===== config.mk =====
export PLATFORM = sky130hd
export DESIGN_NAME = aibcr3_rxmode_seq_flat
export DESIGN_NICKNAME = d
export VERILOG_FILES = /design/src/rtl/aibcr3_rxmode_pkg.sv /design/src/rtl/aibcr3_rxmode_if.sv /design/src/rtl/aibcr3_rxmode_cnt.sv /design/src/rtl/aibcr3_rxmode_seq.sv /design/src/flat_wrapper.sv
export SDC_FILE = /design/constraint.sdc
export NUM_CORES = 1
export LEC_CHECK = 0
export CAP_MARGIN = 0
export CORE_AREA = 2 2 52 54
export CTS_CLUSTER_DIAMETER = 40
export DETAILED_ROUTE_END_ITERATION = 6
export DIE_AREA = 0 0 54 56
export DONT_BUFFER_PORTS = 1
export PLACE_DENSITY_LB_ADDON = 0.2
export SLEW_MARGIN = 20
export SYNTH_ARGS = -nofsm -noshare
export SYNTH_HDL_FRONTEND = slang
export SYNTH_SLANG_ARGS = --single-unit

===== constraint.sdc =====
create_clock -name iclk -period 4.94 [get_ports iclk]
set_input_delay 0.494 -clock iclk [delete_from_list [all_inputs] [get_ports iclk]]
set_output_delay 0.494 -clock iclk [all_outputs]
set_load 0.05 [all_outputs]

===== src/rtl/aibcr3_rxmode_pkg.sv =====
// Package for the AIB RX mode-change sequencer.
// Holds the receive-enable code constants, the code validity / data-mode
// helpers and the sequencer state encoding.
package aibcr3_rxmode_pkg;

    localparam logic [2:0] RXEN_ASYNC = 3'b000;
    localparam logic [2:0] RXEN_DDR   = 3'b001;
    localparam logic [2:0] RXEN_DIS   = 3'b010;
    localparam logic [2:0] RXEN_CLK   = 3'b011;
    localparam logic [2:0] RXEN_SDR   = 3'b100;

    typedef enum logic [2:0] {
        ST_IDLE    = 3'd0,
        ST_DISABLE = 3'd1,
        ST_APPLY   = 3'd2,
        ST_FLUSH   = 3'd3,
        ST_DONE    = 3'd4
    } state_e;

    function automatic logic is_valid_mode(input logic [2:0] m);
        return (m == RXEN_ASYNC) || (m == RXEN_DDR) || (m == RXEN_DIS) ||
               (m == RXEN_CLK)   || (m == RXEN_SDR);
    endfunction

    // Modes that produce sampled data; clock mode and disabled do not.
    function automatic logic is_data_mode(input logic [2:0] m);
        return (m == RXEN_ASYNC) || (m == RXEN_DDR) || (m == RXEN_SDR);
    endfunction

endpackage


===== src/rtl/aibcr3_rxmode_if.sv =====
// Interface bundling the request handshake and the datapath control outputs.
// Handshake: the requester raises ireq (level) with imode; the sequencer
// samples imode only in IDLE and answers with a one-cycle oack (plus oerr for
// an invalid code). The requester drops ireq in the cycle oack is high; ireq
// still high in the following cycle is a new request. ireq/imode are ignored
// while obusy is high.
//   master : requester / configuration side (drives ireq, imode)
//   slave  : sequencer (drives everything else)
interface aibcr3_rxmode_if;
    logic       ireq;
    logic [2:0] imode;
    logic       oack;
    logic       oerr;
    logic       obusy;
    logic [2:0] orxen;
    logic       orstb;
    logic [2:0] omode_cur;
    logic       orx_valid;

    modport master (
        output ireq, imode,
        input  oack, oerr, obusy, orxen, orstb, omode_cur, orx_valid
    );

    modport slave (
        input  ireq, imode,
        output oack, oerr, obusy, orxen, orstb, omode_cur, orx_valid
    );
endinterface


===== src/rtl/aibcr3_rxmode_cnt.sv =====
// Loadable down-counter used as the phase timer of the sequencer.
// Ports: clk/rst (async active-high), load + load_val (load wins over en),
// en (decrement, saturating at zero), cnt (current value), zero (cnt == 0).
module aibcr3_rxmode_cnt #(
    parameter int CNT_W = 4
) (
    input  logic             clk,
    input  logic             rst,
    input  logic             load,
    input  logic             en,
    input  logic [CNT_W-1:0] load_val,
    output logic [CNT_W-1:0] cnt,
    output logic             zero
);

    logic [CNT_W-1:0] cnt_q, cnt_d;

    always_comb begin
        cnt_d = cnt_q;
        if (load) begin
            cnt_d = load_val;
        end else if (en && (cnt_q != '0)) begin
            cnt_d = cnt_q - 1'b1;
        end
    end

    always_ff @(posedge clk or posedge rst) begin
        if (rst) begin
            cnt_q <= '0;
        end else begin
            cnt_q <= cnt_d;
        end
    end

    assign cnt  = cnt_q;
    assign zero = (cnt_q == '0);

endmodule


===== src/rtl/aibcr3_rxmode_seq.sv =====
// RX mode-change sequencer for one AIB receive IO.
// On an accepted request it disables the receiver, applies the new code under
// datapath reset, releases reset, waits for the sync pipeline to flush, then
// pulses oack. Same-code requests and invalid codes complete at once without
// touching the datapath controls.
// Ports: iclk, irst (async active-high), bus (slave side of aibcr3_rxmode_if),
//        odbg_state (current sequencer state, for observation).
module aibcr3_rxmode_seq
    import aibcr3_rxmode_pkg::*;
#(
    parameter int DIS_CYC    = 4,
    parameter int SETTLE_CYC = 4,
    parameter int FLUSH_CYC  = 3,
    parameter int CNT_W      = 4
) (
    input  logic                  iclk,
    input  logic                  irst,
    aibcr3_rxmode_if.slave        bus,
    output logic [2:0]            odbg_state
);

    state_e     state_q, state_d;
    logic [2:0] mode_req_q, mode_req_d;
    logic       err_q, err_d;
    logic [2:0] rxen_q, rxen_d;
    logic       rstb_q, rstb_d;
    logic [2:0] cur_q, cur_d;

    logic             cnt_load;
    logic [CNT_W-1:0] cnt_val;
    logic [CNT_W-1:0] cnt_unused;
    logic             cnt_zero;

    // Each phase loads N-1 on entry and leaves when the counter reads zero,
    // so the phase lasts exactly N cycles.
    aibcr3_rxmode_cnt #(.CNT_W(CNT_W)) u_cnt (
        .clk      (iclk),
        .rst      (irst),
        .load     (cnt_load),
        .en       (!cnt_load),
        .load_val (cnt_val),
        .cnt      (cnt_unused),
        .zero     (cnt_zero)
    );

    always_comb begin
        state_d    = state_q;
        mode_req_d = mode_req_q;
        err_d      = err_q;
        rxen_d     = rxen_q;
        rstb_d     = rstb_q;
        cur_d      = cur_q;
        cnt_load   = 1'b0;
        cnt_val    = '0;
        unique case (state_q)
            ST_IDLE: begin
                if (bus.ireq) begin
                    mode_req_d = bus.imode;
                    if (!is_valid_mode(bus.imode)) begin
                        err_d   = 1'b1;
                        state_d = ST_DONE;
                    end else if (bus.imode == cur_q) begin
                        state_d = ST_DONE;
                    end else begin
                        state_d  = ST_DISABLE;
                        rxen_d   = RXEN_DIS;
                        rstb_d   = 1'b0;
                        cnt_load = 1'b1;
                        cnt_val  = CNT_W'(DIS_CYC - 1);
                    end
                end
            end
            ST_DISABLE: begin
                if (cnt_zero) begin
                    state_d  = ST_APPLY;
                    rxen_d   = mode_req_q;
                    cnt_load = 1'b1;
                    cnt_val  = CNT_W'(SETTLE_CYC - 1);
                end
            end
            ST_APPLY: begin
                if (cnt_zero) begin
                    state_d  = ST_FLUSH;
                    rstb_d   = 1'b1;
                    cur_d    = mode_req_q;
                    cnt_load = 1'b1;
                    cnt_val  = CNT_W'(FLUSH_CYC - 1);
                end
            end
            ST_FLUSH: begin
                if (cnt_zero) begin
                    state_d = ST_DONE;
                end
            end
            ST_DONE: begin
                err_d   = 1'b0;
                state_d = ST_IDLE;
            end
            default: begin
                state_d = ST_IDLE;
            end
        endcase
    end

    always_ff @(posedge iclk or posedge irst) begin
        if (irst) begin
            state_q    <= ST_IDLE;
            mode_req_q <= RXEN_DIS;
            err_q      <= 1'b0;
            rxen_q     <= RXEN_DIS;
            rstb_q     <= 1'b0;
            cur_q      <= RXEN_DIS;
        end else begin
            state_q    <= state_d;
            mode_req_q <= mode_req_d;
            err_q      <= err_d;
            rxen_q     <= rxen_d;
            rstb_q     <= rstb_d;
            cur_q      <= cur_d;
        end
    end

    assign bus.oack      = (state_q == ST_DONE);
    assign bus.oerr      = (state_q == ST_DONE) && err_q;
    assign bus.obusy     = (state_q != ST_IDLE);
    assign bus.orxen     = rxen_q;
    assign bus.orstb     = rstb_q;
    assign bus.omode_cur = cur_q;
    // Data is qualified only when idle, out of reset and in a data mode.
    assign bus.orx_valid = (state_q == ST_IDLE) && rstb_q && is_data_mode(cur_q);
    assign odbg_state    = state_q;

endmodule

===== src/flat_wrapper.sv =====
// flat-port wrapper written by rule: the top's interface ports become plain ports
module aibcr3_rxmode_seq_flat import aibcr3_rxmode_pkg::*;
#(
    parameter int DIS_CYC    = 4,
    parameter int SETTLE_CYC = 4,
    parameter int FLUSH_CYC  = 3,
    parameter int CNT_W      = 4
)
  (iclk, irst, odbg_state, bus_ireq, bus_imode, bus_oack, bus_oerr, bus_obusy, bus_orxen, bus_orstb, bus_omode_cur, bus_orx_valid);
  aibcr3_rxmode_if bus_i ();
  input  logic iclk;
  input  logic irst;
  output logic [2:0] odbg_state;
  input wire logic [$bits(bus_i.ireq)-1:0] bus_ireq;
  input wire logic [$bits(bus_i.imode)-1:0] bus_imode;
  output wire logic [$bits(bus_i.oack)-1:0] bus_oack;
  output wire logic [$bits(bus_i.oerr)-1:0] bus_oerr;
  output wire logic [$bits(bus_i.obusy)-1:0] bus_obusy;
  output wire logic [$bits(bus_i.orxen)-1:0] bus_orxen;
  output wire logic [$bits(bus_i.orstb)-1:0] bus_orstb;
  output wire logic [$bits(bus_i.omode_cur)-1:0] bus_omode_cur;
  output wire logic [$bits(bus_i.orx_valid)-1:0] bus_orx_valid;
  assign bus_i.ireq = bus_ireq;
  assign bus_i.imode = bus_imode;
  assign bus_oack = bus_i.oack;
  assign bus_oerr = bus_i.oerr;
  assign bus_obusy = bus_i.obusy;
  assign bus_orxen = bus_i.orxen;
  assign bus_orstb = bus_i.orstb;
  assign bus_omode_cur = bus_i.omode_cur;
  assign bus_orx_valid = bus_i.orx_valid;
  aibcr3_rxmode_seq #(.DIS_CYC(DIS_CYC), .SETTLE_CYC(SETTLE_CYC), .FLUSH_CYC(FLUSH_CYC), .CNT_W(CNT_W)) u_core (.iclk(iclk), .irst(irst), .bus(bus_i), .odbg_state(odbg_state));
endmodule

Yosys cells after proc, flatten, opt, wreduce, memory -nomap -nowiden
Cells that the tools add are included.
{"block": "word_totals", "ff_bits": 18, "out_inout_bits": 14}
{"block": "classes", "addsub": 1, "eq_ne": 18, "n_mux": 33, "reduce_logical": 28}
{"op": "3-bit 2-to-1 mux", "n": 10}
{"op": "4-bit 2-to-1 mux", "n": 4}
{"op": "3-bit by 2-bit equality test with 1-bit output, second input constant", "n": 4}
{"op": "3-bit case mux with 4 select lines", "n": 1}
{"op": "4-bit case mux with 3 select lines", "n": 1}
{"op": "1-bit 2-to-1 mux", "n": 10}
{"op": "5-bit AND reduction", "n": 2}
{"op": "3-bit by 1-bit equality test with 1-bit output, second input constant", "n": 3}
{"op": "3-bit equality test, second input constant", "n": 3}
{"op": "3-bit zero test", "n": 3}
{"op": "2-bit by 1-bit inequality test with 1-bit output, second input constant", "n": 4}
{"op": "2-bit nonzero test", "n": 4}
{"op": "1-bit logical OR", "n": 6}
{"op": "2-bit 2-to-1 mux", "n": 3}
{"op": "2-bit inequality test, second input constant", "n": 3}
{"op": "1-bit case mux with 2 select lines", "n": 3}
{"op": "3-bit case mux with 2 select lines", "n": 1}
{"op": "1-bit logical AND", "n": 4}
{"op": "4-bit zero test", "n": 1}
{"op": "2-bit AND reduction", "n": 2}
{"op": "4-bit AND reduction", "n": 1}
{"op": "4-bit nonzero test", "n": 1}
{"op": "4-bit by 1-bit subtractor with 4-bit output, second input constant", "n": 1}
{"op": "3-bit equality test", "n": 1}
{"op": "4 further kinds", "n": 4}

Logic depth before layout (Yosys ltp)
{"block": "depth", "ltp_word": 12, "depth_mapped": 6, "ltp_nobuf": 6}

Hierarchy
A second synthesis with hierarchy kept.
{"block": "unflattened", "hier_cells": 98, "hier_area_um2": 1042.2}
{"mod": "aibcr3_rxmode_seq", "n_inst": 1, "cells_per_inst": 70, "area_each_um2": 780.7}
{"mod": "aibcr3_rxmode_cnt", "n_inst": 1, "cells_per_inst": 28, "area_each_um2": 261.5}

Worst setup path before layout
Ideal clock, no wire load.
{"block": "synth_path", "path_type": "reg2out", "startpoint": "register u_core.state_q[0], in the netlist u_core.odbg_state[0]", "endpoint": "output bus_orx_valid", "t_arrival_ns": 4.071, "t_required_ns": 4.446, "setup_slack_ns": 0.375, "stages_incl_launch_ff": 5, "path_buffers": 2, "path_cell_list": "dfrtp_1 buf_2 or3_1 clkbuf_1 a2111oi_0"}
{"block": "synth_between", "elab_chain_len": 3}
{"element": "start, declared", "line_no": "aibcr3_rxmode_seq.sv:22", "source": "state_e state_q, state_d;"}
{"element": "start signal, assigned", "line_no": "aibcr3_rxmode_seq.sv:114", "source": "state_q <= state_d;"}
{"element": "3-bit zero test", "line_no": "aibcr3_rxmode_seq.sv:130", "source": "assign bus.orx_valid = (state_q == ST_IDLE) && rstb_q && is_data_mode(cur_q);"}
{"element": "1-bit logical AND (2 in series)", "line_no": "aibcr3_rxmode_seq.sv:130"}
{"element": "end, declared", "line_no": "flat_wrapper.sv:22", "source": "output wire logic [$bits(bus_i.orx_valid)-1:0] bus_orx_valid;"}
Every way passes these cells.

Worst setup path after layout
{"block": "layout_path", "startpoint": "register u_core.state_q[2], in the netlist u_core.odbg_state[2]", "endpoint": "output bus_oerr"}
{"block": "layout_between", "elab_chain_len": 2}
{"element": "3-bit equality test"}
{"element": "via bus_oack", "line_no": "flat_wrapper.sv:16", "source": "output wire logic [$bits(bus_i.oack)-1:0] bus_oack;"}
{"element": "1-bit logical AND", "line_no": "aibcr3_rxmode_seq.sv:124", "source": "assign bus.oerr = (state_q == ST_DONE) && err_q;"}
{"element": "end, declared", "line_no": "flat_wrapper.sv:17", "source": "output wire logic [$bits(bus_i.oerr)-1:0] bus_oerr;"}
The timed path passes the listed nets, and every way through them passes these cells.

==> results_dict.tcl <==
set metrics [dict create \
    clk_latency_ns 0.29 \
    finalSetupViolations 0 \
    finalNonFillerCells 117 \
    fin_skew_ns 0.00163 \
    avgSynthCellArea_sq_um 11.0 \
    finalHoldViolations 0 \
    cp_max_fo 9 \
    die_height_um 56 \
    status "complete, no violations" \
    antenna_left 0 \
    dieArea_sq_um 3020 \
    io_pins 20 \
    ir_worst_vdd_v 0.000366 \
    finalNetCount 95 \
    startpoint_type "flip-flop" \
    clock-sinks 18 \
    via_count 643 \
    htreeDepth 1 \
    num_rows 18 \
    synth_top_area_cell "dfrtp_1" \
    end_kind "output pin" \
    grt_pass1_vias 700 \
    cts_tree "yes" \
    port_buffers 0 \
    power_mw 0.728 \
    reg2reg_from "u_core.odbg_state[0]" \
    dieWidth_um 54 \
    grt_overflow_total 0 \
    postPlaceCellArea_sq_um 981 \
    placed_cells_incl_taps 113 \
    viasPerCell 5.50 \
    gp_congestion 0.736 \
    netlist.area_leader.share_pct 40.1 \
    min_period_over_period_pct 59.7 \
    coreArea_sq_um 2430 \
    timing.final.crit_period_ns 2.95 \
    synth.distinct_cells 34 \
    synth_edf_count 0 \
    crit_arrival_ns 2.46 \
    required_ns 4.45 \
    drv_cap 0 \
    cts_setup_buffers 0 \
    final_core_util_pct 41.8 \
    drc 0 \
    synth_seq_area_share_pct 48.5 \
    drv_slew 0 \
    area.sequential_sq_um 454 \
    finalInstanceArea_sq_um 1020 \
    r2r_end "u_core.mode_req_q[2]" \
    antenna_cells 0 \
    rsz0062_at_grt "no" \
    synthTopCellsByArea "dfrtp_1 (40%), dfstp_2 (8.4%), mux2_2 (7.2%), mux2i_1 (3.2%), a2111oi_4 (2.9%)" \
    synth_nets 92 \
    wl_per_cell_um 15.5 \
    critPathCapture "bus_oerr" \
    hold_path_class "in -> async" \
    crit_path_start "u_core.odbg_state[2]" \
    root_buffer "clkbuf_4" \
    r2r_slack_ns 2.68 \
    start_util_pct 38.5 \
    cts-buffers-inserted 3 \
    cts_hold_buf 0 \
    dp_hpwl_um 1330 \
    drt_iter0_markers 12 \
    fmax_ghz 0.339 \
    synth.top_cells.by_count "dfrtp_1 (15), nor2_1 (7), inv_1 (6), mux2_2 (6)" \
    cts_buffer_depth 2 \
    fillCellCount 238 \
    slew_headroom_pct 38.6 \
    syn_to_final_growth_pct 8.55 \
    wl_um 1810 \
    clk_pin_slew_ns 0.11 \
    grt_pass1_wl_um 3250 \
    cts_resized 0 \
    holdWs_ns 0.181 \
    setup_slack_ns 1.99 \
    tightest_slew_ns 0.917 \
    path_class "reg -> out" \
    async_flop_share_pct 100 \
    power_leakage_nw 0.440 \
    synth_flop_cell "dfrtp_1" \
    multi_input_area_sq_um 459 \
    dr.pass1.iters 4 \
    grt_usage_pct 14.6 \
    reg2regPathDepth 3 \
    synth-seq-cells 18 \
    synthCells 85 \
    synth_warnings 0 \
    syn_area_sq_um 937 \
    dp_slack_ns 2.31 \
    drive_gt1_share_pct 23.0 \
    synth.most_common_cell "dfrtp_1" \
    cellPowerDensity_nw_per_um2 715 \
    antenna_found_initial 0 \
    grt_max_degree 19 \
    fin_setup_tns_ns 0 \
]
[cell families after synthesis]
| family | share of synthesized area [%] |
|---|---|
| simple gates | 21.0 |
| mux | 10.4 |
| buf+inv | 3.74 |
| flops | 48.5 |
| xor+xnor | 2.80 |
| fa+ha+maj | 1.33 |
| compound gates | 12.3 |
[metal layers]
layer	track usage (%)	up-vias	share of wire, %
met4	3.21	0	0.83
met5	0	-	0
met3	5.65	2	6.7
li1	-	307	-
met1	19.2	314	47
met2	22.3	20	45
[cells in the final DEF (no fill, tap or decap), types with 2 or more instances in the layout]
cell and n:
a21oi_1 4, nor2_1 7, dfrtp_1 15, clkbuf_4 3, nand2b_1 2, a211o_1 2
mux2i_1 3, inv_1 6, xnor2_1 2, nand3b_1 3, o21ai_0 3, mux2_2 6
dfstp_2 3, or3_1 3, nand2_1 4
[flip-flops by register name, summed over array words and instances (netlist names)]
register	cells
u_core.err_q	1
u_core.bus.orxen	3
u_core.odbg_state	3
u_core.u_cnt.cnt	4
u_core.bus.orstb	1
u_core.mode_req_q	3
u_core.bus.omode_cur	3
[critical path, cell delays in order, from the launching register on]
cell	delay (ns)
dfrtp_1	0.76
nor3b_2	0.86
and2_1	0.55
[layout make-up]
type / instances / share of cell area, %
Sequential cell: 18 / 44.6
Inverter: 6 / 2.21
Clock buffer: 4 / 3.57
Timing Repair Buffer: 1 / 0.738
Tap cell: 30 / 3.69
Multi-Input combinational cell: 58 / 45.1
[power by group]
| group | switching, mW | internal [mW] | leakage (nW) |
|---|---|---|---|
| Sequential | 0.175 | 0.212 | 0.221 |
| Combinational | 0.138 | 0.110 | 0.198 |
| Clock | 0.0470 | 0.0449 | 0.0210 |
[worst min-delay path by stage]
stage                 startpoint                 endpoint  slack [ns]  cells after the start
global route                irst      u_core.u_cnt.cnt[2]        0.23                      1
CTS                         irst      u_core.u_cnt.cnt[3]        0.20                      1
detailed placement  u_core.err_q             u_core.err_q        0.49                      2
global placement    u_core.err_q             u_core.err_q        0.49                      2
floorplan                   irst  u_core.bus.omode_cur[0]        0.43                      1
finish                      irst      u_core.bus.orxen[2]        0.18                      1
Note: power is estimated with default switching activity, not from simulation.
